`src/rtl/uart_rx.sv`:
```
// -----------------------------------------------------------------------------
// uart_rx -- serial receiver paired with the team's UART transmitter.
//
// Receives 8N1 frames (LSB first, idle high) on an asynchronous input and holds
// each received byte in a one-entry output register with a ready flag. It also
// reports overrun, framing and (optionally) parity errors.
//
// Build option:
//   RX_PARITY_EN  when defined, frames are 8E1. A PARITY state follows DATA and
//                 parity_err is live. When undefined, parity_err is tied to 0.
//
// Parameters:
//   CLKS_PER_BIT  clk cycles per bit (even, >= 4). Default 16.
//   SYNC_STAGES   flops in the rx synchroniser (>= 2). Default 2.
//
// Ports:
//   clk          system clock; all state changes on the rising edge
//   reset        synchronous, active-high reset
//   rx           asynchronous serial input, idle high
//   rd           one-cycle read strobe; clears datardy and all error flags
//   data         last received byte, stable while datardy=1
//   datardy      high while data holds an unread byte
//   overrun      sticky: a frame completed while datardy=1
//   framing_err  sticky: a completed frame had stop bit = 0
//   parity_err   sticky parity mismatch (constant 0 without RX_PARITY_EN)
// -----------------------------------------------------------------------------
module uart_rx #(
    parameter int CLKS_PER_BIT = 16,
    parameter int SYNC_STAGES  = 2
) (
    input  logic       clk,
    input  logic       reset,
    input  logic       rx,
    input  logic       rd,
    output logic [7:0] data,
    output logic       datardy,
    output logic       overrun,
    output logic       framing_err,
    output logic       parity_err
);

    localparam int SCNT_W = $clog2(CLKS_PER_BIT);
    localparam logic [SCNT_W-1:0] HALF_LAST = SCNT_W'(CLKS_PER_BIT / 2 - 1);
    localparam logic [SCNT_W-1:0] BIT_LAST  = SCNT_W'(CLKS_PER_BIT - 1);
    localparam logic [SCNT_W-1:0] SCNT_ONE  = SCNT_W'(1);

    typedef enum logic [2:0] {
        IDLE   = 3'd0,
        START  = 3'd1,
        DATA   = 3'd2,
        PARITY = 3'd3,
        STOP   = 3'd4,
        BREAK  = 3'd5
    } state_t;

    // Input synchroniser; resets to the idle level so reset never looks like a start bit.
    logic [SYNC_STAGES-1:0] sync_reg;
    logic                   rxs;

    always_ff @(posedge clk) begin
        if (reset) begin
            sync_reg <= '1;
        end else begin
            sync_reg <= {sync_reg[SYNC_STAGES-2:0], rx};
        end
    end

    assign rxs = sync_reg[SYNC_STAGES-1];

    // Frame state machine
    state_t              state_reg, state_next;
    logic [SCNT_W-1:0]   scnt_reg, scnt_next;
    logic [2:0]          idx_reg, idx_next;
    logic [7:0]          shift_reg, shift_next;
    logic                stop_reg, stop_next;   // sampled stop bit of the last frame
    logic                done_reg, done_next;   // one-cycle pulse: frame complete
`ifdef RX_PARITY_EN
    logic                par_reg, par_next;     // sampled parity bit
`endif

    always_ff @(posedge clk) begin
        if (reset) begin
            state_reg <= IDLE;
            scnt_reg  <= '0;
            idx_reg   <= '0;
            shift_reg <= '0;
            stop_reg  <= 1'b1;
            done_reg  <= 1'b0;
`ifdef RX_PARITY_EN
            par_reg   <= 1'b0;
`endif
        end else begin
            state_reg <= state_next;
            scnt_reg  <= scnt_next;
            idx_reg   <= idx_next;
            shift_reg <= shift_next;
            stop_reg  <= stop_next;
            done_reg  <= done_next;
`ifdef RX_PARITY_EN
            par_reg   <= par_next;
`endif
        end
    end

    always_comb begin
        state_next = state_reg;
        scnt_next  = scnt_reg;
        idx_next   = idx_reg;
        shift_next = shift_reg;
        stop_next  = stop_reg;
        done_next  = 1'b0;
`ifdef RX_PARITY_EN
        par_next   = par_reg;
`endif
        case (state_reg)
            IDLE: begin
                scnt_next = '0;
                if (!rxs) begin
                    state_next = START;
                end
            end
            START: begin
                // Re-check the line at the middle of the start bit to reject glitches.
                if (scnt_reg == HALF_LAST) begin
                    scnt_next  = '0;
                    idx_next   = '0;
                    state_next = rxs ? IDLE : DATA;
                end else begin
                    scnt_next = scnt_reg + SCNT_ONE;
                end
            end
            DATA: begin
                if (scnt_reg == BIT_LAST) begin
                    scnt_next           = '0;
                    shift_next[idx_reg] = rxs;
                    idx_next            = idx_reg + 3'd1;
                    if (idx_reg == 3'd7) begin
`ifdef RX_PARITY_EN
                        state_next = PARITY;
`else
                        state_next = STOP;
`endif
                    end
                end else begin
                    scnt_next = scnt_reg + SCNT_ONE;
                end
            end
`ifdef RX_PARITY_EN
            PARITY: begin
                if (scnt_reg == BIT_LAST) begin
                    scnt_next  = '0;
                    par_next   = rxs;
                    state_next = STOP;
                end else begin
                    scnt_next = scnt_reg + SCNT_ONE;
                end
            end
`endif
            STOP: begin
                if (scnt_reg == BIT_LAST) begin
                    scnt_next  = '0;
                    stop_next  = rxs;
                    done_next  = 1'b1;
                    // A low stop bit may be a break; wait for the line to go high.
                    state_next = rxs ? IDLE : BREAK;
                end else begin
                    scnt_next = scnt_reg + SCNT_ONE;
                end
            end
            BREAK: begin
                if (rxs) begin
                    state_next = IDLE;
                end
            end
            default: begin
                state_next = IDLE;
            end
        endcase
    end

    // Host-side output register and sticky flags.
    // A completing frame beats a simultaneous read; rd then only suppresses
    // overrun and makes the flags reflect the new frame alone.
    logic [7:0] data_reg;
    logic       datardy_reg;
    logic       overrun_reg;
    logic       framing_reg;
`ifdef RX_PARITY_EN
    logic       parity_reg;
`endif

    always_ff @(posedge clk) begin
        if (reset) begin
            data_reg    <= 8'h00;
            datardy_reg <= 1'b0;
            overrun_reg <= 1'b0;
            framing_reg <= 1'b0;
`ifdef RX_PARITY_EN
            parity_reg  <= 1'b0;
`endif
        end else if (done_reg) begin
            data_reg    <= shift_reg;
            datardy_reg <= 1'b1;
            overrun_reg <= rd ? 1'b0 : (overrun_reg | datardy_reg);
            framing_reg <= (rd ? 1'b0 : framing_reg) | ~stop_reg;
`ifdef RX_PARITY_EN
            parity_reg  <= (rd ? 1'b0 : parity_reg) | (^{shift_reg, par_reg});
`endif
        end else if (rd) begin
            datardy_reg <= 1'b0;
            overrun_reg <= 1'b0;
            framing_reg <= 1'b0;
`ifdef RX_PARITY_EN
            parity_reg  <= 1'b0;
`endif
        end
    end

    assign data        = data_reg;
    assign datardy     = datardy_reg;
    assign overrun     = overrun_reg;
    assign framing_err = framing_reg;
`ifdef RX_PARITY_EN
    assign parity_err  = parity_reg;
`else
    assign parity_err  = 1'b0;
`endif

endmodule

```
`config.mk`:
```
export PLATFORM = sky130hd
export DESIGN_NAME = uart_rx
export DESIGN_NICKNAME = d
export VERILOG_FILES = /design/src/rtl/uart_rx.sv
export SDC_FILE = /design/constraint.sdc
export NUM_CORES = 1
export LEC_CHECK = 0
export BUFFER_PORTS_ARGS = -buffer_cell sky130_fd_sc_hd__buf_2
export CELL_PAD_IN_SITES_DETAIL_PLACEMENT = 1
export CELL_PAD_IN_SITES_GLOBAL_PLACEMENT = 1
export CORE_ASPECT_RATIO = 1.75
export CORE_MARGIN = 4
export CORE_UTILIZATION = 39
export CTS_CLUSTER_SIZE = 8
export DETAILED_ROUTE_END_ITERATION = 12
export GPL_TIMING_DRIVEN = 1
export PLACE_DENSITY = 0.85
export REMOVE_ABC_BUFFERS = 1
export SLEW_MARGIN = 20
export SYNTH_ARGS = -nofsm -noshare
export SYNTH_HDL_FRONTEND = slang
export SYNTH_SLANG_ARGS = --single-unit
```
`constraint.sdc`:
```
create_clock -name clk -period 1.6 [get_ports clk]
set_input_delay 0.32 -clock clk [delete_from_list [all_inputs] [get_ports clk]]
set_output_delay 0.32 -clock clk [all_outputs]
set_load 0.02 [all_outputs]
```
==> results of run 1 <==
[where the power goes]
| part | leakage, nW | internal, mW | switching, mW |
|---|---|---|---|
| Sequential | 0.269 | 0.824 | 0.00904 |
| Combinational | 0.387 | 0.0199 | 0.0280 |
| Clock | 0.0543 | 0.466 | 0.337 |
[Yosys cell counts]
library cell / instances / area [sq um]
a2111o_1: 1 / 11.3
nor4b_1: 2 / 17.5
conb_1: 1 / 3.75
a2111oi_0: 1 / 8.76
a21bo_2: 1 / 10.0
buf_2: 3 / 15.0
nor3b_1: 2 / 15.0
a31oi_1: 1 / 6.26
and3b_2: 1 / 10.0
buf_6: 1 / 11.3
a21o_1: 1 / 7.51
a21oi_2: 1 / 8.76
nor4_1: 3 / 18.8
nand4_1: 7 / 43.8
nand2_2: 1 / 6.26
nand3b_1: 5 / 37.5
nor3_1: 3 / 15.0
ha_1: 3 / 37.5
o31ai_1: 1 / 7.51
a21o_2: 1 / 8.76
buf_1: 1 / 3.75
buf_4: 1 / 7.51
o21bai_1: 1 / 7.51
clkbuf_2: 1 / 5.00
mux2i_1: 17 / 170
a211o_2: 1 / 10.0
a21oi_1: 7 / 35.0
nand2_1: 5 / 18.8
or2_2: 2 / 12.5
nor4bb_1: 1 / 10.0
nor2b_1: 2 / 12.5
nand3_1: 3 / 15.0
o211ai_1: 1 / 7.51
dfxtp_1: 33 / 661
o32a_1: 1 / 10.0
o21ai_0: 3 / 15.0
xor2_1: 1 / 8.76
clkbuf_1: 7 / 26.3
and3b_1: 1 / 8.76
inv_1: 4 / 15.0
nor2_1: 28 / 105
a22oi_1: 3 / 22.5
o21ai_1: 1 / 5.00
or2b_1: 2 / 15.0
nand2b_1: 2 / 12.5
[worst min path at each step]
| stage | startpoint | end | slack (ns) | cells past startpoint |
|---|---|---|---|---|
| detailed placement | sync_reg[0]$_SDFF_PP1_ | sync_reg[1]$_SDFF_PP1_ | 0.42 | 1 |
| global route | rd | overrun$_SDFFE_PP0P_ | 0.20 | 2 |
| finish | rd | overrun$_SDFFE_PP0P_ | 0.20 | 2 |
| floorplan | reset | state_reg[0]$_SDFFE_PP0P_ | 0.38 | 1 |
| CTS | rd | overrun$_SDFFE_PP0P_ | 0.20 | 2 |
| global placement | sync_reg[0]$_SDFF_PP1_ | sync_reg[1]$_SDFF_PP1_ | 0.41 | 1 |
[cell type report]
class	count	area, sq um
fillers	456	1880
multi-input cells	118	816
flip-flops and latches	33	669
repair buffers	24	145
clock buffers	5	68.8
well taps	46	57.6
clock inverters	3	46.3
inverters	4	15.0
[logic make-up after synthesis]
logic type                 after synthesis
DFF                                     33
other                                    1
adders and majority gates                3
xor gates and xnor gates                 1
buffers and inverters                   18
AOI/OAI and AO/OA                       26
and+or+nand+nor                         70
muxes                                   17
[through the flow]
step | hold slack, ns | total power [mW] | utilization | TNS (ns)
after floorplan | 0.382 | 0.870 | - | 0
after global placement | 0.409 | 0.897 | 0.447 | 0
after detailed placement | 0.418 | 0.900 | 0.447 | 0
after CTS | 0.197 | 1.70 | 0.482 | 0
after global routing | 0.201 | 1.74 | 0.491 | -0.00473
final | 0.200 | 1.68 | 0.491 | 0
[layer usage]
| metal | wire length, um | share of wire | track usage | vias to the layer above |
|---|---|---|---|---|
| li1 | - | - | - | 625 |
| met1 | 1520 | 0.38 | 0.192 | 616 |
| met2 | 2230 | 0.56 | 0.315 | 29 |
| met3 | 121 | 0.031 | 0.0479 | 9 |
| met4 | 92 | 0.023 | 0.0832 | 0 |
| met5 | 0 | 0 | 0 | - |
[repair_timing]
item	4_1_cts	5_1_grt
pin swaps	0	0
hold buffers	0	0
cloned	0	0
endpoints found under the setup margin	3	17
resized for setup	4	8
==> impl_metrics.py, run 1 <==
metrics = {
    "outcome": {
        "status": "completed",
    },
    "final_layout": {
        "final_cell_mix": "nor2_1 (28), dfxtp_1 (28), mux2i_1 (17)",
        "final_cells": 233,
        "drive_above_1_share": 0.262,
        "diodes": 0,
        "postLayoutCellArea_sq_um": 1820,
        "layout-area-overhead-vs-synth_pct": 19.6,
        "nets": 193,
    },
    "global_routing": {
        "track_usage": 0.182,
        "gr-total-overflow": 0,
        "antenna_found_initial": 0,
        "grt_pass1_wl_mm": 6.64,
        "grt_max_degree": 31,
        "first_global_vias": 1398,
    },
    "drt": {
        "drt-vias-per-instance": 5.49,
        "drtIter0Drc": 28,
        "drc": 0,
        "ant_nets": 0,
        "wl_per_cell_um": 17.0,
        "vias": 1279,
        "routed_wl_mm": 3.96,
        "drt_first_pass_iters": 4,
    },
    "setup_path": {
        "cp.arrival_ns": 1.68,
        "endpoint": "shift_reg[7]$_SDFFE_PP0P_",
        "cp-end-kind": "register",
        "critPathKind": "register to register",
        "worstPathMaxFanout": 7,
        "critPathTopFamily": "simple AND/OR/NAND/NOR gates",
        "reg2reg_depth": 5,
        "r2r_end": "shift_reg[7]$_SDFFE_PP0P_",
        "cp.depth": 5,
        "start_kind": "register",
        "reg2reg_from": "scnt_reg[1]$_SDFFE_PP0P_",
        "cp_slowest_cell": "dfxtp_1",
        "slowest_delay_ns": 0.40,
        "cp.required_ns": 1.75,
        "ff2ff_setup_slack_ns": 0.08,
        "path_cells": "ha_4, nand3b_1, nor4_2, mux2i_1, nor2_1",
        "crit_path_start": "scnt_reg[1]$_SDFFE_PP0P_",
        "crit_buf_inv": 0,
    },
    "sta": {
        "setup_ws_ns": 0.0786,
        "min_period_ns": 1.52,
        "fmax_mhz": 657,
        "slew_headroom": 0.657,
        "slew_viol_final": 0,
        "fin_crit_sh": 0.951,
        "setup_viol": 0,
        "hold_viol": 0,
        "clock_skew_ns": 0.00466,
        "tightest_slew_ns": 0.515,
        "rsz0062_at_grt": "yes",
    },
    "floorplanning": {
        "coreArea_sq_um": 3700,
        "die_w_um": 55.2,
        "io_pins": 16,
        "dieArea_sq_um": 5000,
        "die_height_um": 90.6,
        "rows": 29,
        "start_util": 0.411,
    },
    "clock_network": {
        "cts_tree": "built",
        "insertion_delay_ns": 0.29,
        "cts_setup_buffers": 0,
        "cts.sinks": 33,
        "cts_made_buffers": 5,
        "htreeDepth": 2,
        "cts-root-buf": "clkbuf_8",
        "cts.clk_slew.worst_paths_ns": 0.07,
        "clockBufferDepth": 2,
    },
    "logic_synthesis": {
        "synth_cells": 169,
        "synth-xor-area-share": 0.00576,
        "avgSynthCellArea_sq_um": 9.00,
        "synth_cell_types": 45,
        "yosysWarnings": 0,
        "synth_top_family_by_area": "simple AND/OR/NAND/NOR gates",
        "yosysSeqAreaShare": 0.435,
        "synth_compound_area_frac": 0.119,
        "ys_ff_latch": 33,
        "synth_mux_area_frac": 0.112,
        "synth_fa_ha_area_frac": 0.0247,
        "syn_area_sq_um": 1520,
        "synth-simple-area-share": 0.246,
    },
    "placed_design": {
        "place_congestion": 0.860,
        "io_buffer_count": 14,
        "place_inst": 225,
        "place_ws_ns": 0.00441,
        "placed_cell_area_sq_um": 1650,
        "hpwl_mm": 2.72,
    },
    "min_path": {
        "worstHoldPathType": "input port to register",
    },
    "power": {
        "p_leak_nw": 0.711,
        "irDropWorstVdd_mv": 0.738,
        "powerDensity_nw_per_um2": 926,
    },
    "run": {
        "maxCapViolCount": 0,
    },
}
Note: power is estimated with default switching activity, not from simulation.
==> run 2: changes to the inputs <==
--- a/config.mk
+++ b/config.mk
@@ -6,15 +6,13 @@
 export NUM_CORES = 1
 export LEC_CHECK = 0
 export BUFFER_PORTS_ARGS = -buffer_cell sky130_fd_sc_hd__buf_2
-export CELL_PAD_IN_SITES_DETAIL_PLACEMENT = 1
-export CELL_PAD_IN_SITES_GLOBAL_PLACEMENT = 1
 export CORE_ASPECT_RATIO = 1.75
 export CORE_MARGIN = 4
 export CORE_UTILIZATION = 39
 export CTS_CLUSTER_SIZE = 8
 export DETAILED_ROUTE_END_ITERATION = 12
 export GPL_TIMING_DRIVEN = 1
-export PLACE_DENSITY = 0.85
+export PLACE_DENSITY = 0.71
 export REMOVE_ABC_BUFFERS = 1
 export SLEW_MARGIN = 20
 export SYNTH_ARGS = -nofsm -noshare
==> impl_metrics.py, run 2 (synthesized netlist as in run 1, its figures left out) <==
metrics = {
    "global_routing": {
        "antenna_found_initial": 0,
        "track_usage": 0.148,
        "grt_pass1_wl_mm": 5.51,
        "gr-total-overflow": 0,
        "grt_max_degree": 36,
        "first_global_vias": 1315,
    },
    "drt": {
        "drt_first_pass_iters": 3,
        "wl_per_cell_um": 13.5,
        "vias": 1264,
        "wl_met3_um": 89,
        "drtIter0Drc": 16,
        "top_layer": "met4",
        "drt-vias-per-instance": 5.38,
        "drc": 0,
        "routed_wl_mm": 3.16,
        "route.met2.wl_mm": 1.74,
        "ant_nets": 0,
        "wl_met1_mm": 1.22,
    },
    "sta": {
        "slew_viol_final": 0,
        "slew_headroom": 0.601,
        "tightest_slew_ns": 0.599,
        "min_period_ns": 1.52,
        "setup_ws_ns": 0.0791,
        "hold_viol": 0,
        "setup_viol": 0,
        "fin_crit_sh": 0.951,
        "rsz0062_at_grt": "no",
        "timing.setup.tns_ns": 0,
        "fmax_mhz": 658,
        "clock_skew_ns": 0.0114,
    },
    "clock_network": {
        "clockBufferDepth": 2,
        "cts_made_buffers": 5,
        "cts.sinks": 33,
        "cts.clk_slew.worst_paths_ns": 0.07,
        "insertion_delay_ns": 0.29,
        "cts-root-buf": "clkbuf_8",
        "cts_tree": "built",
        "hold_buffers": 0,
        "htreeDepth": 2,
        "cts_setup_buffers": 0,
    },
    "placed_design": {
        "io_buffer_count": 14,
        "hpwl_mm": 2.19,
        "place_congestion": 0.823,
        "place_ws_ns": 0.0170,
    },
    "floorplanning": {
        "dieArea_sq_um": 5000,
        "die_height_um": 90.6,
        "io_pins": 16,
        "rows": 29,
        "start_util": 0.411,
        "die_w_um": 55.2,
        "coreArea_sq_um": 3700,
    },
    "final_layout": {
        "diodes": 0,
        "final_cell_mix": "dfxtp_1 (30), nor2_1 (28), mux2i_1 (17)",
        "layout-area-overhead-vs-synth_pct": 18.5,
        "drive_above_1_share": 0.238,
        "final_common_cell": "dfxtp_1",
        "nets": 195,
    },
    "outcome": {
        "status": "completed",
    },
    "setup_path": {
        "cp.arrival_ns": 1.74,
        "cp.required_ns": 1.82,
        "worstPathMaxFanout": 7,
        "critPathKind": "register to register",
        "cp-end-kind": "register",
        "start_kind": "register",
    },
    "power": {
        "irDropWorstVdd_mv": 0.728,
        "powerDensity_nw_per_um2": 934,
        "power.total_mw": 1.68,
        "p_leak_nw": 0.726,
    },
    "run": {
        "maxCapViolCount": 0,
    },
    "min_path": {
        "worstHoldPathType": "input port to register",
    },
}
run 2: cell count changes in the layout (fill, tap and decap cells not counted), moves of 2 or more:
cell / before / now
buf_4: 10 / 12
nor4_1: 1 / 3
dfxtp_1: 28 / 30
nor4_2: 2 / 0
run 2: critical path, stage by stage, from the launching register on:
cell      delay (ns)
dfxtp_1         0.39
ha_4            0.19
nand2_2         0.08
o32a_1          0.21
a2111o_1        0.44
a21oi_2         0.14
run 2: what timing repair did:
action / CTS / global route
endpoints found under the setup margin: 1 / 10
gates resized for setup: 1 / 4
cloned: 0 / 0
run 2: layout make-up:
cell class	count	area, sq um
clock buffer	7	86.3
clock inverter	1	30.0
fill	362	1900
inverter	4	15.0
multi-input combinational	118	788
sequential	33	664
tap	46	57.6
timing repair buffer	26	160
run 2: worst paths after layout:
kind	start	to	slack [ns]	cells after the start
worst max-delay path	scnt_reg[1]$_SDFFE_PP0P_	state_reg[0]$_SDFFE_PP0P_	0.08	5
worst min-delay path	rd	overrun$_SDFFE_PP0P_	0.21	2
worst max register to register	scnt_reg[1]$_SDFFE_PP0P_	state_reg[0]$_SDFFE_PP0P_	0.08	5
worst min register to register	sync_reg[0]$_SDFF_PP1_	sync_reg[1]$_SDFF_PP1_	0.44	1
run 2: metrics by stage:
stage	hold slack, ns	instance area, sq um	cells	utilization
final	0.215	1800	235	0.487
after global routing	0.220	1800	235	0.487
after CTS	0.212	1790	235	0.483
after detailed placement	0.424	1670	227	0.451
after global placement	0.414	1670	227	0.451
after floorplan	0.382	1450	155	-
run 2: power by group:
part / switching (mW) / internal [mW]
sequential: 0.00663 / 0.826
clock: 0.296 / 0.507
combinational: 0.0279 / 0.0182
total: 0.331 / 1.35
run 2: per-layer routing:
| layer | GRT usage | vias up |
|---|---|---|
| li1 | - | 629 |
| met1 | 0.156 | 599 |
| met2 | 0.245 | 24 |
| met3 | 0.0314 | 12 |
| met4 | 0.0974 | 0 |
| met5 | 0 | - |
==> run 3: changes to the inputs <==
--- a/config.mk
+++ b/config.mk
@@ -5,6 +5,7 @@
 export SDC_FILE = /design/constraint.sdc
 export NUM_CORES = 1
 export LEC_CHECK = 0
+export ABC_AREA = 1
 export BUFFER_PORTS_ARGS = -buffer_cell sky130_fd_sc_hd__buf_2
 export CORE_ASPECT_RATIO = 1.75
 export CORE_MARGIN = 4
==> impl_metrics.py, run 3 <==
metrics = {
    "outcome": {
        "status": "completed",
    },
    "placed_design": {
        "hpwl_mm": 2.39,
        "place_congestion": 0.856,
        "placed_cell_area_sq_um": 1630,
        "io_buffer_count": 14,
    },
    "logic_synthesis": {
        "synth.most_common_cell": "nor2_1",
        "synth_cell_types": 27,
        "synth_edf_count": 0,
        "syn_area_sq_um": 1490,
        "synth-main-ff-cell": "dfxtp_1",
        "yosysSeqAreaShare": 0.443,
        "avgSynthCellArea_sq_um": 7.41,
        "yosys.area.top_type": "dfxtp_1",
        "ys_ff_latch": 33,
        "synth_top_area_frac": 0.443,
        "async_reset_ff_frac": 0,
        "yosysWarnings": 0,
        "synth_cells": 201,
        "synth_area_leaders": "dfxtp_1 (44%), nor2_1 (10%), nand2_1 (7.3%)",
        "synth.top_cells.by_count": "nor2_1 (40), dfxtp_1 (33), nand2_1 (29)",
    },
    "final_layout": {
        "regArea_sq_um": 661,
        "postLayoutCellArea_sq_um": 1720,
        "utilization": 0.469,
        "diodes": 0,
        "layout-area-overhead-vs-synth_pct": 15.3,
        "nets": 229,
        "multi_input_area_sq_um": 734,
        "final_cell_mix": "nor2_1 (40), dfxtp_1 (33), nand2_1 (29)",
        "drive_above_1_share": 0.170,
        "fillCellCount": 403,
        "final_common_cell": "nor2_1",
    },
    "global_routing": {
        "first_global_vias": 1335,
        "antenna_found_initial": 0,
        "gr-total-overflow": 0,
        "grt_pass1_wl_mm": 5.53,
        "track_usage": 0.153,
        "grt_max_degree": 19,
    },
    "power": {
        "irDropWorstVdd_mv": 0.857,
        "power.total_mw": 2.06,
        "p_leak_nw": 0.822,
        "powerDensity_nw_per_um2": 1200,
    },
    "clock_network": {
        "cts_tree": "built",
        "cts-root-buf": "clkbuf_8",
        "clockBufferDepth": 2,
        "cts.sinks": 33,
        "htreeDepth": 2,
        "hold_buffers": 0,
        "cts_made_buffers": 5,
        "insertion_delay_ns": 0.28,
        "cts.clk_slew.worst_paths_ns": 0.07,
    },
    "setup_path": {
        "crit_top_cell": "nor2_8",
        "slowest_delay_ns": 0.37,
        "path_cells": "ha_2, nand3_4, nor2_8, inv_4, nor2_8, nand3_1, a21oi_1",
        "reg2reg_from": "scnt_reg[0]$_SDFFE_PP0P_",
        "cp_slowest_cell": "dfxtp_1",
        "crit_path_start": "scnt_reg[0]$_SDFFE_PP0P_",
        "cp.required_ns": 1.81,
        "start_kind": "register",
        "cp-end-kind": "register",
        "critPathKind": "register to register",
        "worstPathMaxFanout": 7,
        "cp.arrival_ns": 1.61,
    },
    "min_path": {
        "worstHoldStart": "rx",
        "worstHoldPathType": "input port to register",
    },
    "drt": {
        "routed_wl_mm": 3.12,
        "drt_first_pass_iters": 4,
        "vias": 1315,
        "ant_nets": 0,
        "drc": 0,
        "drtIter0Drc": 20,
        "drt-vias-per-instance": 4.89,
        "wl_per_cell_um": 11.6,
    },
    "floorplanning": {
        "coreArea_sq_um": 3660,
        "die_w_um": 54.7,
        "die_height_um": 89.8,
        "dieArea_sq_um": 4910,
        "rows": 29,
        "start_util": 0.407,
        "io_pins": 16,
    },
    "run": {
        "maxCapViolCount": 0,
    },
    "sta": {
        "min_period_ns": 1.40,
        "whs_ns": 0.224,
        "slew_viol_final": 0,
        "clock_skew_ns": 0.00706,
        "hold_viol": 0,
        "rsz0062_at_grt": "no",
        "timing.setup.tns_ns": 0,
        "fin_crit_sh": 0.875,
        "fmax_mhz": 714,
        "setup_viol": 0,
    },
}
run 3: where the power goes:
part | total [mW] | leakage (nW) | internal [mW] | switching (mW)
clock | 0.584 | 0.0395 | 0.309 | 0.275
sequential | 0.922 | 0.267 | 0.867 | 0.0546
combinational | 0.551 | 0.515 | 0.181 | 0.370
run 3: logic make-up after synthesis:
kind of cell	Yosys count	synth area share
AOI/OAI and AO/OA	37	0.128
and+or+nand+nor	101	0.327
buffers and inverters	25	0.0680
other	1	0.00252
DFF	33	0.443
adders and majority gates	3	0.0252
xor gates and xnor gates	1	0.00588
run 3: worst paths after layout:
| kind | depth (start not counted) | slack [ns] | endpoint |
|---|---|---|---|
| worst min register to register | 1 | 0.41 | sync_reg[1]$_SDFF_PP1_ |
| worst max-delay path | 7 | 0.20 | shift_reg[1]$_SDFFE_PP0P_ |
| worst min-delay path | 2 | 0.22 | sync_reg[0]$_SDFF_PP1_ |
| worst max register to register | 7 | 0.20 | shift_reg[1]$_SDFFE_PP0P_ |
run 3: metal layers:
layer / vias up / global-route usage / share of wire
met1: 598 / 0.147 / 0.36
met4: 0 / 0.0936 / 0.030
met3: 8 / 0.0348 / 0.034
met2: 23 / 0.268 / 0.58
met5: - / 0 / 0
li1: 686 / - / -
run 3: stage by stage:
step / setup slack [ns] / cells
floorplan: 0.310 / 196
global placement: 0.209 / 261
detailed placement: 0.189 / 261
CTS: 0.179 / 269
global route: 0.0213 / 269
finish: 0.200 / 269
run 3: timing repair:
action                                  in CTS  in global routing
resized for setup                            0                  2
endpoints found under the setup margin       0                  4
setup buffers                                0                  0
run 3: layout make-up:
type | count | area share
Multi-Input combinational cell | 143 | 0.428
Sequential cell | 33 | 0.385
Timing Repair Buffer | 19 | 0.0626
Clock buffer | 8 | 0.0466
Inverter | 20 | 0.0452
Tap cell | 46 | 0.0335
run 3: worst max-delay path, delay by kind of cell, from the launching register on:
kind	cells	cell delay, ns
AO/OA/AOI/OAI	1	0.14
AND/OR/NAND/NOR	4	0.51
buffers and inverters	1	0.07
adder cells (fa/ha/maj)	1	0.23
flip-flops	1	0.37
